`src/rtl/pipe_stage_reg.sv`:
```
// rtl/pipe_stage_reg.sv - parametrised valid/ready pipeline register chain with bubble collapsing
//
// Purpose
//   A chain of DEPTH register stages. Each stage holds a WIDTH-bit payload and a
//   valid bit. A beat moves forward whenever the stage ahead of it is empty or
//   is itself moving, so empty stages (bubbles) are squeezed out rather than
//   stalling earlier stages. Downstream back-pressure (out_ready=0) freezes the
//   occupied tail of the chain. A synchronous flush kills every in-flight beat.
//
// Parameters
//   WIDTH    payload width in bits (>=1)
//   DEPTH    number of register stages (>=1)
//   RST_VAL  value loaded into every data stage on reset
//
// Ports
//   clk        clock, rising edge
//   rst        asynchronous, active-high reset
//   in_valid   upstream beat present
//   in_ready   stage 0 can accept a beat this cycle (low while flush is high)
//   in_data    upstream payload
//   flush      synchronous kill of all in-flight beats
//   out_valid  valid bit of the last stage
//   out_ready  downstream accepts this cycle
//   out_data   payload of the last stage (registered, no path from in_data)
//   occupancy  number of valid stages
//
// Optional build macro
//   PIPE_STAGE_REG_PERF_EN adds stall_cnt[31:0] and bubble_cnt[31:0] outputs.
//   stall_cnt counts cycles with out_valid & ~out_ready, bubble_cnt counts
//   cycles with out_valid=0. Both reset on rst, survive flush and wrap.

module pipe_stage_reg #(
  parameter int               WIDTH   = 32,
  parameter int               DEPTH   = 1,
  parameter logic [WIDTH-1:0] RST_VAL = '0
) (
  input  logic                         clk,
  input  logic                         rst,
  input  logic                         in_valid,
  output logic                         in_ready,
  input  logic [WIDTH-1:0]             in_data,
  input  logic                         flush,
  output logic                         out_valid,
  input  logic                         out_ready,
  output logic [WIDTH-1:0]             out_data,
  output logic [$clog2(DEPTH+1)-1:0]   occupancy
`ifdef PIPE_STAGE_REG_PERF_EN
  ,
  output logic [31:0]                  stall_cnt,
  output logic [31:0]                  bubble_cnt
`endif
);

  localparam int OCC_W = $clog2(DEPTH + 1);

  // Stage state. Index DEPTH-1 is the output stage.
  logic [DEPTH-1:0]            v_q;
  logic [DEPTH-1:0]            v_d;
  logic [DEPTH-1:0][WIDTH-1:0] d_q;
  logic [DEPTH-1:0][WIDTH-1:0] d_d;

  // adv[i]: stage i may take a new beat at the next edge.
  logic [DEPTH-1:0] adv;
  logic             adv_up;
  logic             adv_cur;
  logic             accept;
  logic [OCC_W-1:0] occ;

  // Advance chain, walked from the output stage back to stage 0.
  // adv_up carries "the stage above me frees its slot" down the chain:
  // at the top that is out_ready, below it is 1 when the stage above is
  // empty (a bubble never blocks) or that stage's own advance otherwise.
  always_comb begin
    adv     = '0;
    adv_up  = out_ready;
    adv_cur = 1'b0;
    for (int i = DEPTH - 1; i >= 0; i--) begin
      adv_cur = ~v_q[i] | adv_up;
      adv[i]  = adv_cur;
      adv_up  = v_q[i] ? adv_cur : 1'b1;
    end
  end

  // Depends on out_ready only through the advance chain, never on in_valid,
  // so no combinational loop can form through an upstream handshake.
  assign in_ready = adv[0] & ~flush;
  assign accept   = in_valid & in_ready;

  // Next-state for valid and data. Data only loads when a real beat arrives,
  // so bubbles and flushes leave payload registers untouched.
  always_comb begin
    v_d = v_q;
    d_d = d_q;
    if (flush) begin
      v_d = '0;
    end else begin
      if (adv[0]) begin
        v_d[0] = accept;
        if (accept) begin
          d_d[0] = in_data;
        end
      end
      for (int i = 1; i < DEPTH; i++) begin
        if (adv[i]) begin
          v_d[i] = v_q[i-1];
          if (v_q[i-1]) begin
            d_d[i] = d_q[i-1];
          end
        end
      end
    end
  end

  always_ff @(posedge clk or posedge rst) begin
    if (rst) begin
      v_q <= '0;
      d_q <= {DEPTH{RST_VAL}};
    end else begin
      v_q <= v_d;
      d_q <= d_d;
    end
  end

  // Population count of the valid bits; a pure function of flops.
  always_comb begin
    occ = '0;
    for (int i = 0; i < DEPTH; i++) begin
      occ = occ + OCC_W'(v_q[i]);
    end
  end

  assign occupancy = occ;
  assign out_valid = v_q[DEPTH-1];
  assign out_data  = d_q[DEPTH-1];

`ifdef PIPE_STAGE_REG_PERF_EN
  logic [31:0] stall_cnt_q;
  logic [31:0] stall_cnt_d;
  logic [31:0] bubble_cnt_q;
  logic [31:0] bubble_cnt_d;

  // Free-running counters; flush deliberately does not touch them.
  always_comb begin
    stall_cnt_d  = stall_cnt_q  + {31'd0, v_q[DEPTH-1] & ~out_ready};
    bubble_cnt_d = bubble_cnt_q + {31'd0, ~v_q[DEPTH-1]};
  end

  always_ff @(posedge clk or posedge rst) begin
    if (rst) begin
      stall_cnt_q  <= '0;
      bubble_cnt_q <= '0;
    end else begin
      stall_cnt_q  <= stall_cnt_d;
      bubble_cnt_q <= bubble_cnt_d;
    end
  end

  assign stall_cnt  = stall_cnt_q;
  assign bubble_cnt = bubble_cnt_q;
`endif

endmodule

```
`config.mk`:
```
export PLATFORM = sky130hd
export DESIGN_NAME = pipe_stage_reg
export DESIGN_NICKNAME = d
export VERILOG_FILES = /design/src/rtl/pipe_stage_reg.sv
export SDC_FILE = /design/constraint.sdc
export NUM_CORES = 1
export LEC_CHECK = 0
export BUFFER_PORTS_ARGS = -buffer_cell sky130_fd_sc_hd__buf_2
export CAP_MARGIN = 20
export CORE_ASPECT_RATIO = 1.4
export CORE_MARGIN = 3
export CORE_UTILIZATION = 37
export DETAILED_ROUTE_END_ITERATION = 10
export PLACE_DENSITY = 0.69
export SLEW_MARGIN = 20
export SYNTH_ARGS = -nofsm -noshare
export SYNTH_HDL_FRONTEND = slang
export SYNTH_SLANG_ARGS = --single-unit
```
`constraint.sdc`:
```
create_clock -name clk -period 4.4 [get_ports clk]
set_input_delay 0.88 -clock clk [delete_from_list [all_inputs] [get_ports clk]]
set_output_delay 0.88 -clock clk [all_outputs]
set_load 0.005 [all_outputs]
```
==> results of run 1 <==
## state kept, by name, summed over array words and instances, names as in the netlist
name	flops
out_data	32
out_valid	1
## cells by family after synthesis
kind of cell | Yosys count
flops | 33
buf+inv | 5
simple gates | 5
mux | 32
## cell type report
class	count	share of cell area
Clock buffer	8	0.04621
Sequential cell	33	0.4765
Inverter	1	0.002166
Tap cell	39	0.02816
Multi-Input combinational cell	37	0.2332
Timing Repair Buffer	73	0.2137
## per-stage QoR
stage	power (W)	worst slack, ns	std cells	cell area [sq um]	util
finish	0.0007296	2.189	191	1733	0.5393
global route	0.0007722	2.098	191	1733	0.5393
CTS	0.0007452	2.156	191	1733	0.5393
detailed placement	0.0005322	1.862	183	1653	0.5144
global placement	0.0005249	1.923	183	1653	0.5144
floorplan	0.0004530	2.453	75	1275	-
## cells in the mapped netlist
cell and instances:
dfrtp_1 33, nor3b_4 1, nor2b_4 1, nor2_1 3, buf_6 3, mux2_2 32, buf_4 1, inv_1 1
## worst max-delay path, cell delays in order
cell and delay (ns):
buf_2 0.13, nor3b_4 0.60, buf_4 0.38, mux2_2 0.37
## final timing paths
| check | from | endpoint | slack [ns] | depth (start not counted) |
|---|---|---|---|---|
| worst max-delay path | flush | out_data[13]$_DFFE_PP0P_ | 2.19 | 4 |
| min in group asynchronous | rst | out_data[19]$_DFFE_PP0P_ | 0.67 | 3 |
| max in group asynchronous | rst | out_data[28]$_DFFE_PP0P_ | 3.43 | 3 |
| worst max register to register | out_valid$_DFFE_PP0P_ | out_data[13]$_DFFE_PP0P_ | 2.41 | 4 |
| worst min-delay path | out_data[3]$_DFFE_PP0P_ | out_data[3]$_DFFE_PP0P_ | 0.50 | 1 |
| worst min register to register | out_data[3]$_DFFE_PP0P_ | out_data[3]$_DFFE_PP0P_ | 0.50 | 1 |
## per-layer routing
layer	vias to the layer above	wire (um)	track usage
met4	0	21	0.06486
met2	37	1431	0.2395
li1	408	-	-
met1	432	932	0.1166
met3	2	206	0.05763
met5	-	0	0
## power groups by stage
| stage | logic (W) | registers, W | clock network (W) |
|---|---|---|---|
| final | 0.000144 | 0.000378 | 0.000208 |
| after global routing | 0.000158 | 0.000385 | 0.000229 |
| after CTS | 0.000148 | 0.000379 | 0.000218 |
| after detailed placement | 0.000148 | 0.000384 | 0 |
| after global placement | 0.000143 | 0.000382 | 0 |
| after floorplan | 0.0000646 | 0.000388 | 0 |
==> flow_metrics.py, run 1 <==
metrics = {
    "pwr": {
        "comb_power_share": 0.197,
        "p_sw_w": 0.0001743,
        "p_int_w": 0.0005553,
        "power_density_nw_per_um2": 421.0,
        "pwr-share-clk": 0.285,
        "swShare": 0.2388,
        "seq_power_share": 0.518,
        "ir_drop_mv": 0.3303,
        "p_leak_nw": 0.8631,
    },
    "synth": {
        "synth.area.top_cells": "dfrtp_1 65%, mux2_2 28%, buf_6 2.6%",
        "synth-simple-area-share": 0.03435,
        "yosysSeqAreaShare": 0.6477,
        "synth_top_family_by_area": "multiplexers",
        "synth_area_sq_um": 1275,
        "synth_compound_area_frac": 0,
        "syn_area_per_cell_sq_um": 17.00,
        "synth_xor_area_frac": 0,
        "yosys_warnings": 0,
        "synth_top_area_frac": 0.6477,
        "synthCells": 75,
        "ys_ff_latch": 33,
        "syn_nets": 112,
        "yosysUniqueCellTypes": 8,
        "yosysTopAreaCell": "dfrtp_1",
        "synth_mux_area_frac": 0.2826,
        "synth-adder-area-share": 0,
    },
    "sta": {
        "worst_slew_pin_slew_ns": 0.6902,
        "clock-skew-final_ns": 0.002351,
        "hold_violations": 0,
        "setup_viol": 0,
        "drv_slew": 0,
        "setup_tns_ns": 0,
        "slew_headroom": 0.5394,
        "whs_ns": 0.4960,
        "fmax_mhz": 452.2,
        "rsz0062_at_grt": "false",
        "fin_crit_ns": 2.211,
        "finalCritPeriodShare": 0.5026,
    },
    "detailed_routing": {
        "wl_per_cell_um": 13.57,
        "postRouteAntennaNets": 0,
        "drt_iter0_drc": 8,
        "wl_mm": 2.592,
        "num_vias": 879,
        "vias_per_cell": 4.602,
        "drc": 0,
        "drt_first_pass_iters": 2,
    },
    "final_layout": {
        "layout.area.seq_sq_um": 825.8,
        "layout_common_cells": "71 x buf_2, 33 x dfrtp_1, 32 x mux2_2",
        "area_growth_syn_to_layout_pct": 35.92,
        "drive_gt1_frac": 0.7368,
        "final_common_cell": "buf_2",
        "nFillCells": 290,
        "nets": 188,
        "multi_input_comb_area_sq_um": 404.1,
        "antennaDiodeCount": 0,
    },
    "critical_path": {
        "critPathKind": "input port to register",
        "required_ns": 4.55,
        "cp-end-kind": "register",
        "arrival_ns": 2.37,
        "cp-start-kind": "input port",
        "critPathMaxFanout": 18,
    },
    "cts": {
        "cts_resized": 0,
        "cts.sinks": 33,
        "root_buffer": "clkbuf_8",
        "cts_tree": "yes",
        "cts_buffers": 5,
        "path_clk_slew_ns": 0.06,
        "hold_buffers": 0,
        "htree_levels": 2,
        "post_cts_buffers": 0,
        "clkLatencyLatePin_ns": 0.27,
        "clockBufferDepth": 2,
    },
    "global_route": {
        "grt_pass1_vias": 909,
        "grt_pass1_wl_mm": 4.008,
        "grt_antenna_before_repair": 0,
        "overflow": 0,
        "grt_max_degree": 34,
        "grt_usage": 0.1275,
    },
    "die": {
        "num_rows": 24,
        "fp.coreArea_sq_um": 3213,
        "ioPinCount": 72,
        "die_width_um": 55.61,
        "die-area_sq_um": 4196,
        "start_util": 0.3968,
        "die_h_um": 75.46,
    },
    "outcome": {
        "status": "completed",
    },
    "place": {
        "gp_congestion": 0.7511,
        "hpwlAfterDp_mm": 2.039,
        "port_buffers": 71,
    },
    "worst_hold_path": {
        "hold_class": "register to register",
    },
    "job": {
        "drv_cap": 0,
    },
}
Note: power is estimated with default switching activity, not from simulation.
==> inputs of run 2 (changes only) <==
Settings changed: ABC_AREA from default to 1, PLACE_DENSITY 0.69 to 0.7.
Clock period 4.4 ns to 1.8 ns, I/O delays scaled along.
==> run 2 against run 1 <==
Final area increased by 5.7%. Area after synthesis increased by 11%. Non-clock buffer count increased by 2. First-iteration DRC count increased to 4.5 times the previous value. Critical path depth decreased by 2. Count of clock-buffer cells in the layout unchanged. Largest cell class unchanged.
==> flow_metrics.py, run 2 <==
metrics = {
    "sta": {
        "rsz0062_at_grt": "false",
        "setup_viol": 0,
        "hold_violations": 0,
        "clock-skew-final_ns": 0.002048,
        "drv_slew": 0,
        "setup_tns_ns": 0,
        "fmax_mhz": 752.1,
        "worst_slew_pin_slew_ns": 0.4066,
        "slew_headroom": 0.7290,
        "fin_crit_ns": 1.330,
        "finalCritPeriodShare": 0.7387,
    },
    "cts": {
        "cts_buffers": 5,
        "clockBufferDepth": 2,
        "hold_buffers": 0,
        "post_cts_buffers": 0,
        "htree_levels": 2,
        "cts_resized": 0,
        "cts.sinks": 33,
        "cts_tree": "yes",
        "path_clk_slew_ns": 0.06,
        "root_buffer": "clkbuf_8",
        "clkLatencyLatePin_ns": 0.28,
    },
    "critical_path": {
        "arrival_ns": 0.97,
        "r2r_end": "out_data[31]$_DFFE_PP0P_",
        "endpoint": "in_ready",
        "r2r_start": "out_valid$_DFFE_PP0P_",
        "r2r_slack_ns": 0.51,
        "cp-end-kind": "output port",
        "cp-start-kind": "register",
        "r2r_cells": 4,
        "crit_start": "out_valid$_DFFE_PP0P_",
        "critPathKind": "register to output port",
        "critPathMaxFanout": 4,
        "required_ns": 1.44,
    },
    "synth": {
        "synthCells": 150,
        "synth_top_family_by_area": "simple AND/OR/NAND/NOR gates",
        "yosysUniqueCellTypes": 12,
        "syn_area_per_cell_sq_um": 9.401,
        "ys_async_sr_fraction": 1.000,
        "synth_most_common_cell": "nand2_1",
        "yosys_warnings": 0,
        "yosysSeqAreaShare": 0.5856,
        "synth_area_sq_um": 1410,
        "synth_compound_area_frac": 0.007098,
        "synth_mux_area_frac": 0,
        "synth-simple-area-share": 0.3327,
        "synth_top_area_frac": 0.5856,
        "yosysTopAreaCell": "dfrtp_1",
        "yosys-top-cells-count": "64 x nand2_1, 33 x dfrtp_1, 32 x nand4_1",
        "synth-adder-area-share": 0,
        "synth_edf_count": 0,
        "synth.area.top_cells": "dfrtp_1 59%, nand2_1 17%, nand4_1 14%",
        "ys_ff_latch": 33,
        "synth_xor_area_frac": 0,
        "synthFlopType": "dfrtp_1",
        "syn_nets": 187,
    },
    "die": {
        "start_util": 0.4025,
        "die_h_um": 79.05,
        "die-area_sq_um": 4598,
        "num_rows": 25,
        "fp.coreArea_sq_um": 3503,
        "ioPinCount": 72,
        "die_width_um": 58.18,
    },
    "final_layout": {
        "final_common_cell": "buf_2",
        "layout.area.seq_sq_um": 825.8,
        "fin_util": 0.5229,
        "largest_reg_flops": 32,
        "nFillCells": 358,
        "final_area_sq_um": 1832,
        "multi_input_comb_area_sq_um": 479.2,
        "layout_common_cells": "71 x buf_2, 64 x nand2_1, 33 x dfrtp_1",
        "drive_gt1_frac": 0.3836,
        "antennaDiodeCount": 0,
        "stdcell_count": 259,
        "area_growth_syn_to_layout_pct": 29.90,
        "nets": 255,
    },
    "detailed_routing": {
        "drc": 0,
        "wl_per_cell_um": 13.54,
        "vias_per_cell": 4.938,
        "drt_iter0_drc": 36,
        "wl_mm": 3.508,
        "postRouteAntennaNets": 0,
        "num_vias": 1279,
        "drt_first_pass_iters": 4,
    },
    "worst_hold_path": {
        "hold_class": "input port to asynchronous set/reset pin",
    },
    "global_route": {
        "overflow": 0,
        "grt_antenna_before_repair": 0,
        "grt_usage": 0.1691,
        "grt_max_degree": 34,
        "grt_pass1_wl_mm": 5.858,
        "grt_pass1_vias": 1233,
    },
    "place": {
        "dpl_cell_area_sq_um": 1752,
        "hpwlAfterDp_mm": 2.535,
        "gp_congestion": 0.7446,
        "port_buffers": 71,
        "dp_cells": 251,
    },
    "pwr": {
        "p_leak_nw": 1.063,
        "power_density_nw_per_um2": 969.5,
        "ir_drop_mv": 0.6730,
        "total_power_w": 0.001776,
    },
    "job": {
        "drv_cap": 0,
    },
    "outcome": {
        "status": "completed",
    },
}
run 2: report_power, final:
part	switching [W]	total [W]	internal, W
logic	0.000182	0.000341	0.000158
clock network	0.000248	0.000522	0.000274
registers	0.0000620	0.000913	0.000851
total	0.000492	0.00178	0.00128
run 2: per-stage QoR:
step	hold slack [ns]	worst slack, ns
4_1_cts	0.1588	0.4542
6_report	0.1504	0.4703
3_3_place_gp	0.4522	0.3904
3_5_place_dp	0.4571	0.3799
2_1_floorplan	0.4649	0.7208
5_1_grt	0.2086	0.3598
run 2: layout make-up:
cell class / instances / area share
timing repair buffer: 75 / 0.2104
inverter: 3 / 0.006148
sequential: 33 / 0.4508
tap: 40 / 0.02732
clock buffer: 8 / 0.04372
multi-input combinational: 100 / 0.2616
run 2: cells by family (layout without fill, tap and decap cells):
kind of cell / Yosys count / count (layout)
compound gates: 2 / 2
buf+inv: 17 / 86
flops: 33 / 33
simple gates: 98 / 98
run 2: routing by layer:
layer	track usage	up-vias	routed length, um
met5	0	-	0
li1	-	637	-
met3	0.03252	6	226
met1	0.2179	588	1426
met4	0.08353	0	63
met2	0.2681	48	1792
run 2: worst min-delay path by stage:
stage,end,slack (ns),cells past startpoint
3_3_place_gp,out_data[21]$_DFFE_PP0P_,0.45,2
6_report,out_data[0]$_DFFE_PP0P_,0.15,3
4_1_cts,out_data[1]$_DFFE_PP0P_,0.16,3
5_1_grt,out_data[1]$_DFFE_PP0P_,0.21,3
3_5_place_dp,out_data[0]$_DFFE_PP0P_,0.46,2
2_1_floorplan,out_data[10]$_DFFE_PP0P_,0.46,2
run 2: critical path: stages (launching register included):
cell     delay [ns]
dfrtp_1        0.42
a21oi_1        0.15
buf_2          0.12
